<file path="config.mk">
export PLATFORM = sky130hd
export DESIGN_NAME = lcd_msg_loader_flat
export DESIGN_NICKNAME = d
export VERILOG_FILES = /design/src/rtl/lcd_msg_loader_if.sv /design/src/rtl/lcd_msg_loader.sv /design/src/flat_wrapper.sv
export SDC_FILE = /design/constraint.sdc
export NUM_CORES = 1
export LEC_CHECK = 0
export BUFFER_PORTS_ARGS = -buffer_cell sky130_fd_sc_hd__buf_2
export CORE_ASPECT_RATIO = 1.25
export CORE_MARGIN = 4
export CORE_UTILIZATION = 35
export DETAILED_ROUTE_END_ITERATION = 12
export GPL_ROUTABILITY_DRIVEN = 0
export PLACE_DENSITY = 0.55
export SYNTH_ARGS = -nofsm -noshare
export SYNTH_HDL_FRONTEND = slang
export SYNTH_SLANG_ARGS = --single-unit
</file>
<file path="constraint.sdc">
create_clock -name clk -period 1.9 [get_ports clk]
set_input_delay 0.38 -clock clk [delete_from_list [all_inputs] [get_ports clk]]
set_output_delay 0.38 -clock clk [all_outputs]
set_load 0.02 [all_outputs]
</file>
<file path="src/rtl/lcd_msg_loader_if.sv">
// Byte-stream input and character-memory write port of the LCD message loader.
// The loader takes the slave side; the upstream feeder or testbench takes the master side.
interface lcd_msg_loader_if #(
  parameter int ADDR_W = 6
);
  logic              in_valid;
  logic [7:0]        in_data;
  logic              in_last;
  logic              in_ready;
  logic              wr_en;
  logic [ADDR_W-1:0] wr_addr;
  logic [8:0]        wr_data;
  logic              msg_done;
  logic              overflow;

  modport master (
    output in_valid, in_data, in_last,
    input  in_ready, wr_en, wr_addr, wr_data, msg_done, overflow
  );

  modport slave (
    input  in_valid, in_data, in_last,
    output in_ready, wr_en, wr_addr, wr_data, msg_done, overflow
  );
endinterface

</file>
<file path="src/rtl/lcd_msg_loader.sv">
// Writes each ASCII message into the LCD character memory as init header, characters, terminator.
// Define LCD_LOADER_LINEWRAP_EN to wrap to line 2 after LINE_LEN printable characters.
module lcd_msg_loader #(
  parameter int         ADDR_W   = 6,
  parameter logic [8:0] END_CODE = 9'h000,
  parameter int         LINE_LEN = 16
) (
  input logic             clk,
  input logic             rst,
  lcd_msg_loader_if.slave bus
);
  // state | meaning
  // IDLE  | waiting for the first byte of a message (byte not consumed)
  // HDR   | writing the four display-init commands
  // DATA  | accepting bytes, writing characters and line-2 commands
  // TERM  | writing the terminator entry
  // DONE  | pulsing msg_done, rewinding the address
  typedef enum logic [2:0] {IDLE, HDR, DATA, TERM, DONE} state_e;

`ifdef LCD_LOADER_LINEWRAP_EN
  localparam bit WRAP_EN = 1'b1;
`else
  localparam bit WRAP_EN = 1'b0;
`endif
  localparam int                COL_W     = $clog2(LINE_LEN + 1);
  localparam logic [ADDR_W-1:0] TERM_ADDR = '1;
  localparam logic [8:0]        LINE2_CMD = 9'h0C0;

  state_e            state_q;
  logic [1:0]        hdr_cnt_q;
  logic [ADDR_W-1:0] addr_q;
  logic              line2_q;
  logic [COL_W-1:0]  col_q;
  logic              pend_q;
  logic              pend_last_q;
  logic [7:0]        pend_char_q;
  logic              wr_en_q;
  logic              msg_done_q;
  logic              ovf_q;
  logic [ADDR_W-1:0] wr_addr_q;
  logic [8:0]        wr_data_q;

  logic       full, is_nl, col_full, accept;
  logic       need_wr, drop, start_pend;
  logic [8:0] need_val;

  // The last address is kept free so the terminator always fits.
  assign full     = (addr_q == TERM_ADDR);
  assign is_nl    = (bus.in_data == 8'h0A);
  assign col_full = WRAP_EN && (col_q == COL_W'(LINE_LEN));
  assign accept   = (state_q == DATA) && !pend_q && bus.in_valid;

  always_comb begin
    need_wr    = 1'b0;
    need_val   = 9'h000;
    drop       = 1'b0;
    start_pend = 1'b0;
    if (state_q == HDR) begin
      need_wr = 1'b1;
      case (hdr_cnt_q)
        2'd0:    need_val = 9'h038;
        2'd1:    need_val = 9'h00C;
        2'd2:    need_val = 9'h001;
        default: need_val = 9'h006;
      endcase
    end else if (state_q == DATA && pend_q) begin
      need_wr  = 1'b1;
      need_val = {1'b1, pend_char_q};
    end else if (accept) begin
      if (is_nl) begin
        need_wr  = !line2_q;
        need_val = LINE2_CMD;
      end else if (col_full && line2_q) begin
        drop = 1'b1;
      end else if (col_full) begin
        need_wr    = 1'b1;
        need_val   = LINE2_CMD;
        start_pend = !full;
      end else begin
        need_wr  = 1'b1;
        need_val = {1'b1, bus.in_data};
      end
    end
  end

  always_ff @(posedge clk) begin
    if (rst) begin
      state_q     <= IDLE;
      hdr_cnt_q   <= '0;
      addr_q      <= '0;
      line2_q     <= 1'b0;
      col_q       <= '0;
      pend_q      <= 1'b0;
      pend_last_q <= 1'b0;
      pend_char_q <= '0;
      wr_en_q     <= 1'b0;
      wr_addr_q   <= '0;
      wr_data_q   <= '0;
      msg_done_q  <= 1'b0;
      ovf_q       <= 1'b0;
    end else begin
      wr_en_q    <= 1'b0;
      msg_done_q <= 1'b0;
      if (need_wr && !full) begin
        wr_en_q   <= 1'b1;
        wr_addr_q <= addr_q;
        wr_data_q <= need_val;
        addr_q    <= addr_q + 1'b1;
      end
      if ((need_wr && full) || drop) ovf_q <= 1'b1;
      case (state_q)
        IDLE: begin
          if (bus.in_valid) begin
            ovf_q     <= 1'b0;
            addr_q    <= '0;
            hdr_cnt_q <= '0;
            line2_q   <= 1'b0;
            col_q     <= '0;
            pend_q    <= 1'b0;
            state_q   <= HDR;
          end
        end
        HDR: begin
          hdr_cnt_q <= hdr_cnt_q + 1'b1;
          if (hdr_cnt_q == 2'd3) state_q <= DATA;
        end
        DATA: begin
          if (pend_q) begin
            pend_q <= 1'b0;
            if (pend_last_q) state_q <= TERM;
          end else if (accept) begin
            if (is_nl) begin
              line2_q <= 1'b1;
              col_q   <= '0;
            end else if (col_full && !line2_q) begin
              // Wrap: the line-2 command goes out now, the character on the next cycle.
              line2_q     <= 1'b1;
              col_q       <= COL_W'(1);
              pend_q      <= start_pend;
              pend_char_q <= bus.in_data;
              pend_last_q <= bus.in_last;
            end else if (!col_full && !full) begin
              col_q <= col_q + 1'b1;
            end
            if (bus.in_last && !start_pend) state_q <= TERM;
          end
        end
        TERM: begin
          wr_en_q   <= 1'b1;
          wr_addr_q <= addr_q;
          wr_data_q <= END_CODE;
          state_q   <= DONE;
        end
        DONE: begin
          msg_done_q <= 1'b1;
          addr_q     <= '0;
          state_q    <= IDLE;
        end
        default: state_q <= IDLE;
      endcase
    end
  end

  assign bus.in_ready = (state_q == DATA) && !pend_q;
  assign bus.wr_en    = wr_en_q;
  assign bus.wr_addr  = wr_addr_q;
  assign bus.wr_data  = wr_data_q;
  assign bus.msg_done = msg_done_q;
  assign bus.overflow = ovf_q;
endmodule

</file>
<file path="src/flat_wrapper.sv">
// flat-port wrapper written by rule: the top's interface ports become plain ports
module lcd_msg_loader_flat 
#(
  parameter int         ADDR_W   = 6,
  parameter logic [8:0] END_CODE = 9'h000,
  parameter int         LINE_LEN = 16
)
  (clk, rst, bus_in_valid, bus_in_data, bus_in_last, bus_in_ready, bus_wr_en, bus_wr_addr, bus_wr_data, bus_msg_done, bus_overflow);
  lcd_msg_loader_if #(.ADDR_W(ADDR_W)) bus_i ();
  input logic clk;
  input logic rst;
  input wire logic [$bits(bus_i.in_valid)-1:0] bus_in_valid;
  input wire logic [$bits(bus_i.in_data)-1:0] bus_in_data;
  input wire logic [$bits(bus_i.in_last)-1:0] bus_in_last;
  output wire logic [$bits(bus_i.in_ready)-1:0] bus_in_ready;
  output wire logic [$bits(bus_i.wr_en)-1:0] bus_wr_en;
  output wire logic [$bits(bus_i.wr_addr)-1:0] bus_wr_addr;
  output wire logic [$bits(bus_i.wr_data)-1:0] bus_wr_data;
  output wire logic [$bits(bus_i.msg_done)-1:0] bus_msg_done;
  output wire logic [$bits(bus_i.overflow)-1:0] bus_overflow;
  assign bus_i.in_valid = bus_in_valid;
  assign bus_i.in_data = bus_in_data;
  assign bus_i.in_last = bus_in_last;
  assign bus_in_ready = bus_i.in_ready;
  assign bus_wr_en = bus_i.wr_en;
  assign bus_wr_addr = bus_i.wr_addr;
  assign bus_wr_data = bus_i.wr_data;
  assign bus_msg_done = bus_i.msg_done;
  assign bus_overflow = bus_i.overflow;
  lcd_msg_loader #(.ADDR_W(ADDR_W), .END_CODE(END_CODE), .LINE_LEN(LINE_LEN)) u_core (.clk(clk), .rst(rst), .bus(bus_i));
endmodule
</file>
==> metrics.md, run 1 <==
| Metric | Value |
|---|---|
| Max IR drop VDD | `0.320 mV` |
| CP Launch Type | `flop` |
| Place WS | `0.00653 ns` |
| Initial DRT Pass Iterations | `4` |
| Initial Util | `37.0%` |
| Deepest clock path buffer count | `2` |
| Mean Syn Cell Area | `9.56 sq um` |
| CTS tree | `done` |
| CTS Buf Count | `5` |
| Layer with the highest usage | `met2` |
| Pins Over Slew Limit | `0` |
| Met2 Use GR | `25.3%` |
| Top_reg_cell synth | `dfxtp_1` |
| Max Clock Freq | `567 MHz` |
| YS warnings | `0` |
| # fillers | `446` |
| Async set-reset flop share out of synthesis | `0%` |
| Via count | `1462` |
| I/O pin count | `31` |
| Synth Cell Area | `1660 sq um` |
| Number of global-route vias before repair | `1499` |
| Layout cell share with drive strength beyond 1 | `34.4%` |
| Met3 Use GR | `3.79%` |
| Slew headroom | `78.0%` |
| Routed len/inst | `14.2 um` |
| # diodes | `0` |
| Remaining Overflow, GRT | `0` |
| CTS Sinks | `30` |
| Layout Skew | `0.00394 ns` |
| Leakage power | `0.818 nW` |
| Final wirelength | `3.97 mm` |
| Gate power share | `14.6%` |
| Antenna violations before repair | `0` |
| Register area share after synthesis | `36.1%` |
| Met1 Track Usage GR | `16.4%` |
| Die Area | `5930 sq um` |
| 1st-iter DRT viols | `45` |
| Worst hold path class | `input port to flop` |
| Residual DRC | `0` |
| IO buf count | `30` |
| Routed Antenna Nets | `0` |
| CTS Hold Bufs | `0` |
| Seq pwr share | `44.6%` |
| Setup tns final | `0 ns` |
| Clk Latency, worst-skew pair | `0.28 ns` |
| Syn Nets | `192` |
| Net switching power | `0.000371 W` |
| RSZ-0062 raised after global routing | `false` |
| Final setup viols | `0` |
| Die X | `69.7 um` |
| All-Layer GR Usage | `14.4%` |
| Chip height | `85.1 um` |
| Final Util | `46.3%` |
| Post-synth EDFFs | `0` |
| Post-Synthesis Cells | `174` |
| Post-synthesis register bit count | `30` |
| Critical Path Fanout Max | `8` |
| Slew @ Worst Pin | `0.330 ns` |
| P per Cell Area | `712 nW/um^2` |
| Crit. End Element | `flop` |
| Tmin final | `1.76 ns` |
| H-tree levels | `2` |
| WP data arrival | `1.98 ns` |
| Final #Nets | `238` |
| Fin crit share | `92.9%` |
| Setup CP Type | `flop to flop` |
| Clock network power share | `40.7%` |
| Core box area | `4490 sq um` |
| Int Power | `0.00111 W` |
| CTS clk-pin slew, worst paths | `0.06 ns` |
| CP required | `2.11 ns` |
| Synth cell types | `51` |
| FP Rows | `27` |
| Largest net degree at the start of global routing | `23` |
| Global-route wire length before repair | `6.89 mm` |
| Clock Tree Root | `clkbuf_8` |
| Most frequent cells in the layout | `buf_2, dfxtp_1, a21oi_1, buf_4, nand2b_1` |
| Vias per cell | `5.24` |
| Final worst slack | `0.135 ns` |
| Pwr Total | `0.00148 W` |
| Max_cap viols | `0` |
| Post-DP HPWL | `3.06 mm` |
| Sw Share | `25.1%` |
| P&R area growth vs syn | `24.9%` |
| Final hold violations | `0` |
| Status | `finished, final reports clean` |
[routing by layer]
layer / part of all wire, % / wire length, um / vias to the layer above
met2: 50 / 1970 / 36
met3: 4.6 / 183 / 8
met5: 0 / 0 / -
li1: - / - / 738
met1: 44 / 1740 / 680
met4: 1.6 / 64 / 0
[critical path, stage by stage, from the launching register on]
cell and delay, ns:
dfxtp_1 0.45, nor3b_4 0.26, buf_12 0.15, nor4_4 0.04, buf_4 0.15, or4_1 0.49
a21oi_1 0.15
[repair_timing]
item,4_1_cts,5_1_grt
gates resized for setup,0,0
setup buffers,0,1
setup endpoints to repair,0,2
[metrics by stage]
step | cells | hold WS, ns | instance area [sq um]
after floorplan | 174 | 0.474 | 1660
after CTS | 278 | 0.402 | 2060
after detailed placement | 270 | 0.466 | 1950
after global routing | 279 | 0.423 | 2080
after global placement | 270 | 0.458 | 1950
final | 279 | 0.409 | 2080
[layout make-up]
class / count / area, sq um / area share, %
clock buffer: 8 / 110 / 5.30
inverter: 8 / 30.0 / 1.44
multi-input combinational: 126 / 960 / 46.2
sequential: 30 / 601 / 28.9
tap: 58 / 72.6 / 3.49
timing repair buffer: 49 / 305 / 14.7
[flip-flops by register name (all words and copies together) (netlist names)]
signal,count
u_core.addr_q,6
u_core.bus.overflow,1
u_core.bus.msg_done,1
u_core.line2_q,1
u_core.bus.wr_data,9
u_core.bus.wr_addr,6
u_core.bus.wr_en,1
u_core.hdr_cnt_q,2
u_core.state_q,3
[kinds of logic (layout without fill, tap and decap cells)]
family | after synthesis | after routing | synth area share [%]
and+or+nand+nor | 57 | 57 | 22.9
AOI/OAI and AO/OA | 56 | 56 | 25.8
buffers and inverters | 18 | 65 | 6.24
DFF | 30 | 30 | 36.1
adders and majority gates | 6 | 6 | 4.51
muxes | 7 | 7 | 4.51
[final timing paths]
path	start	end	slack [ns]	cells past startpoint
hold / removal	bus_in_data[2]	u_core.bus.wr_data[2]$_SDFFE_PP0P_	0.41	3
setup reg to reg	u_core.state_q[0]$_SDFFE_PP0P_	u_core.addr_q[3]$_SDFF_PP0_	0.14	6
setup / recovery	u_core.state_q[0]$_SDFFE_PP0P_	u_core.addr_q[3]$_SDFF_PP0_	0.14	6
hold reg to reg	u_core.bus.wr_addr[1]$_SDFFE_PP0P_	u_core.bus.wr_addr[1]$_SDFFE_PP0P_	0.47	2
[cell usage after synthesis (2+ instances only)]
cell        n  area (sq um)
dfxtp_1    30           601
a21oi_1    18          90.1
nand2b_1   12          75.1
nor2_1     11          41.3
inv_1       8          30.0
nand3_1     8          40.0
ha_1        6          75.1
mux2i_1     6          60.1
a211oi_1    5          37.5
a211oi_2    5          62.6
o21ai_1     5          25.0
a22oi_1     4          30.0
buf_6       4          45.0
nand2_1     4          15.0
nor4_1      3          18.8
a31oi_1     2          12.5
buf_2       2          10.0
clkbuf_1    2          7.51
nor2b_1     2          12.5
o2111ai_1   2          17.5
o211ai_1    2          15.0
o31ai_1     2          15.0
or3_1       2          12.5
or4_1       2          15.0
[power by group through the flow]
stage / combinational (W) / clock (W) / sequential (W)
floorplan: 0.000127 / 0 / 0.000688
global placement: 0.000204 / 0 / 0.000673
detailed placement: 0.000209 / 0 / 0.000675
CTS: 0.000210 / 0.000621 / 0.000661
global route: 0.000238 / 0.000643 / 0.000663
finish: 0.000217 / 0.000603 / 0.000661
Note: power is estimated with default switching activity, not from simulation.
==> inputs of run 2 (changes only) <==
- clock period: 1.9 -> 2 ns (I/O delays scaled with it)
==> metrics.md, run 2 (synthesis results as in run 1) <==
| Metric | Value |
|---|---|
| I/O pin count | `31 (unchanged)` |
| RSZ-0062 raised after global routing | `false (unchanged)` |
| Leakage power | `0.753 nW (was 0.818 nW)` |
| Pins Over Slew Limit | `0 (unchanged)` |
| WP data arrival | `2.05 ns (was 1.98 ns)` |
| Status | `finished, final reports clean (unchanged)` |
| Clock Tree Root | `clkbuf_8 (unchanged)` |
| CP Launch Type | `flop (unchanged)` |
| CTS Hold Bufs | `0 (unchanged)` |
| Slew headroom | `72.0% (was 78.0%)` |
| Core box area | `4490 sq um (unchanged)` |
| Routed len/inst | `14.7 um (was 14.2 um)` |
| Worst hold path class | `input port to flop (unchanged)` |
| Routed Antenna Nets | `0 (unchanged)` |
| Int Power | `0.000934 W (was 0.00111 W)` |
| Net switching power | `0.000337 W (was 0.000371 W)` |
| H-tree levels | `2 (unchanged)` |
| CTS clk-pin slew, worst paths | `0.06 ns (about the same)` |
| All-Layer GR Usage | `14.1% (was 14.4%)` |
| Resized cells post-CTS | `0 (unchanged)` |
| CTS tree | `done (unchanged)` |
| Die Area | `5930 sq um (unchanged)` |
| Reg2Reg Depth | `4 (was 6)` |
| Clock network power share | `35.4% (was 40.7%)` |
| Sw Share | `26.5% (was 25.1%)` |
| P per Cell Area | `644 nW/um^2 (was 712 nW/um^2)` |
| Seq pwr share | `49.6% (was 44.6%)` |
| Final wirelength | `3.97 mm (about the same)` |
| Final setup viols | `0 (unchanged)` |
| Layout Skew | `0.00725 ns (was 0.00394 ns)` |
| Vias per cell | `5.38 (was 5.24)` |
| Residual DRC | `0 (unchanged)` |
| Largest register FFs | `9 (unchanged)` |
| WHS | `0.453 ns (was 0.409 ns)` |
| Remaining Overflow, GRT | `0 (unchanged)` |
| # diodes | `0 (unchanged)` |
| Deepest clock path buffer count | `2 (unchanged)` |
| Setup CP Type | `flop to flop (unchanged)` |
| Crit. End Element | `flop (unchanged)` |
| P&R area growth vs syn | `18.5% (was 24.9%)` |
| Final worst slack | `0.163 ns (was 0.135 ns)` |
| Max Clock Freq | `544 MHz (was 567 MHz)` |
| Post-CTS Setup Inserts | `0 (unchanged)` |
| Hold Path Cell Cnt | `3 (unchanged)` |
| CP required | `2.21 ns (was 2.11 ns)` |
| FP Rows | `27 (unchanged)` |
| Max IR drop VDD | `0.279 mV (was 0.320 mV)` |
| Initial DRT Pass Iterations | `4 (unchanged)` |
| 1st-iter DRT viols | `28 (was 45)` |
| Layout cell share with drive strength beyond 1 | `30.7% (was 34.4%)` |
| Final hold violations | `0 (unchanged)` |
| Via count | `1452 (was 1462)` |
| Clk Latency, worst-skew pair | `0.28 ns (about the same)` |
| Die X | `69.7 um (unchanged)` |
| Most frequent cells in the layout | `buf_2, dfxtp_1, a21oi_1 (was buf_2, dfxtp_1, a21oi_1, buf_4, nand2b_1)` |
| IO buf count | `30 (unchanged)` |
| Chip height | `85.1 um (unchanged)` |
| CTS Sinks | `30 (unchanged)` |
| Initial Util | `37.0% (unchanged)` |
| Slew @ Worst Pin | `0.420 ns (was 0.330 ns)` |
| Largest net degree at the start of global routing | `23 (unchanged)` |
| CTS Buf Count | `5 (unchanged)` |
| Fin crit share | `91.8% (was 92.9%)` |
| Max_cap viols | `0 (unchanged)` |
| Antenna violations before repair | `0 (unchanged)` |
| Critical Path Fanout Max | `12 (was 8)` |
| Tmin final | `1.84 ns (was 1.76 ns)` |
| Place WS | `0.0519 ns (was 0.00653 ns)` |
| Post-DP HPWL | `3.01 mm (was 3.06 mm)` |
| Gate power share | `15.0% (was 14.6%)` |
| Number of global-route vias before repair | `1496 (was 1499)` |
| Setup tns final | `0 ns (unchanged)` |
| Final #Nets | `230 (was 238)` |
| Global-route wire length before repair | `6.82 mm (was 6.89 mm)` |
## run 2: changes by cell type in the layout (fill, tap and decap cells not counted), sizes merged
cell    delta
clkbuf     -1
buf        -8
## run 2: final timing paths
check                                                         from                                 end  slack (ns)
worst max-delay path                u_core.state_q[2]$_SDFFE_PP0P_         u_core.addr_q[3]$_SDFF_PP0_        0.16
worst min-delay path                                bus_in_data[2]  u_core.bus.wr_data[2]$_SDFFE_PP0P_        0.45
worst max register to register      u_core.state_q[2]$_SDFFE_PP0P_         u_core.addr_q[3]$_SDFF_PP0_        0.16
worst min register to register  u_core.bus.wr_addr[1]$_SDFFE_PP0P_  u_core.bus.wr_addr[1]$_SDFFE_PP0P_        0.47
## run 2: cell type report
class | count | area (sq um)
Sequential cell | 30 | 601
Clock buffer | 7 | 76.3
Fill cell | 458 | 2520
Tap cell | 58 | 72.6
Timing Repair Buffer | 41 | 233
Multi-Input combinational cell | 126 | 960
Inverter | 8 | 30.0
## run 2: worst max-delay path, stage by stage (launching register included)
cell	delay [ns]
dfxtp_1	0.42
and4bb_4	0.52
o22ai_2	0.18
or4_1	0.50
a21oi_1	0.15
## run 2: power groups by stage
stage | Sequential (W) | Clock, W | Combinational, W
after global placement | 0.000641 | 0 | 0.000184
after detailed placement | 0.000642 | 0 | 0.000190
after global routing | 0.000632 | 0.000483 | 0.000209
after CTS | 0.000630 | 0.000466 | 0.000191
final | 0.000630 | 0.000450 | 0.000190
after floorplan | 0.000653 | 0 | 0.000121
## run 2: metrics by stage
stage / cell area [sq um] / power (W) / std cells / util [%]
final: 1970 / 0.00127 / 270 / 43.9
after global routing: 1970 / 0.00132 / 270 / 43.9
after CTS: 1970 / 0.00129 / 270 / 43.9
after detailed placement: 1900 / 0.000832 / 263 / 42.2
after global placement: 1900 / 0.000826 / 263 / 42.2
after floorplan: 1660 / 0.000774 / 174 / -
## run 2: per-layer routing
layer	share of wire, %	GRT usage [%]	up-vias	routed length (um)
met2	49	25.6	41	1960
met1	44	15.2	682	1740
met5	0	0	-	0
met4	2.0	5.75	0	80
met3	4.9	4.03	9	196
li1	-	-	720	-
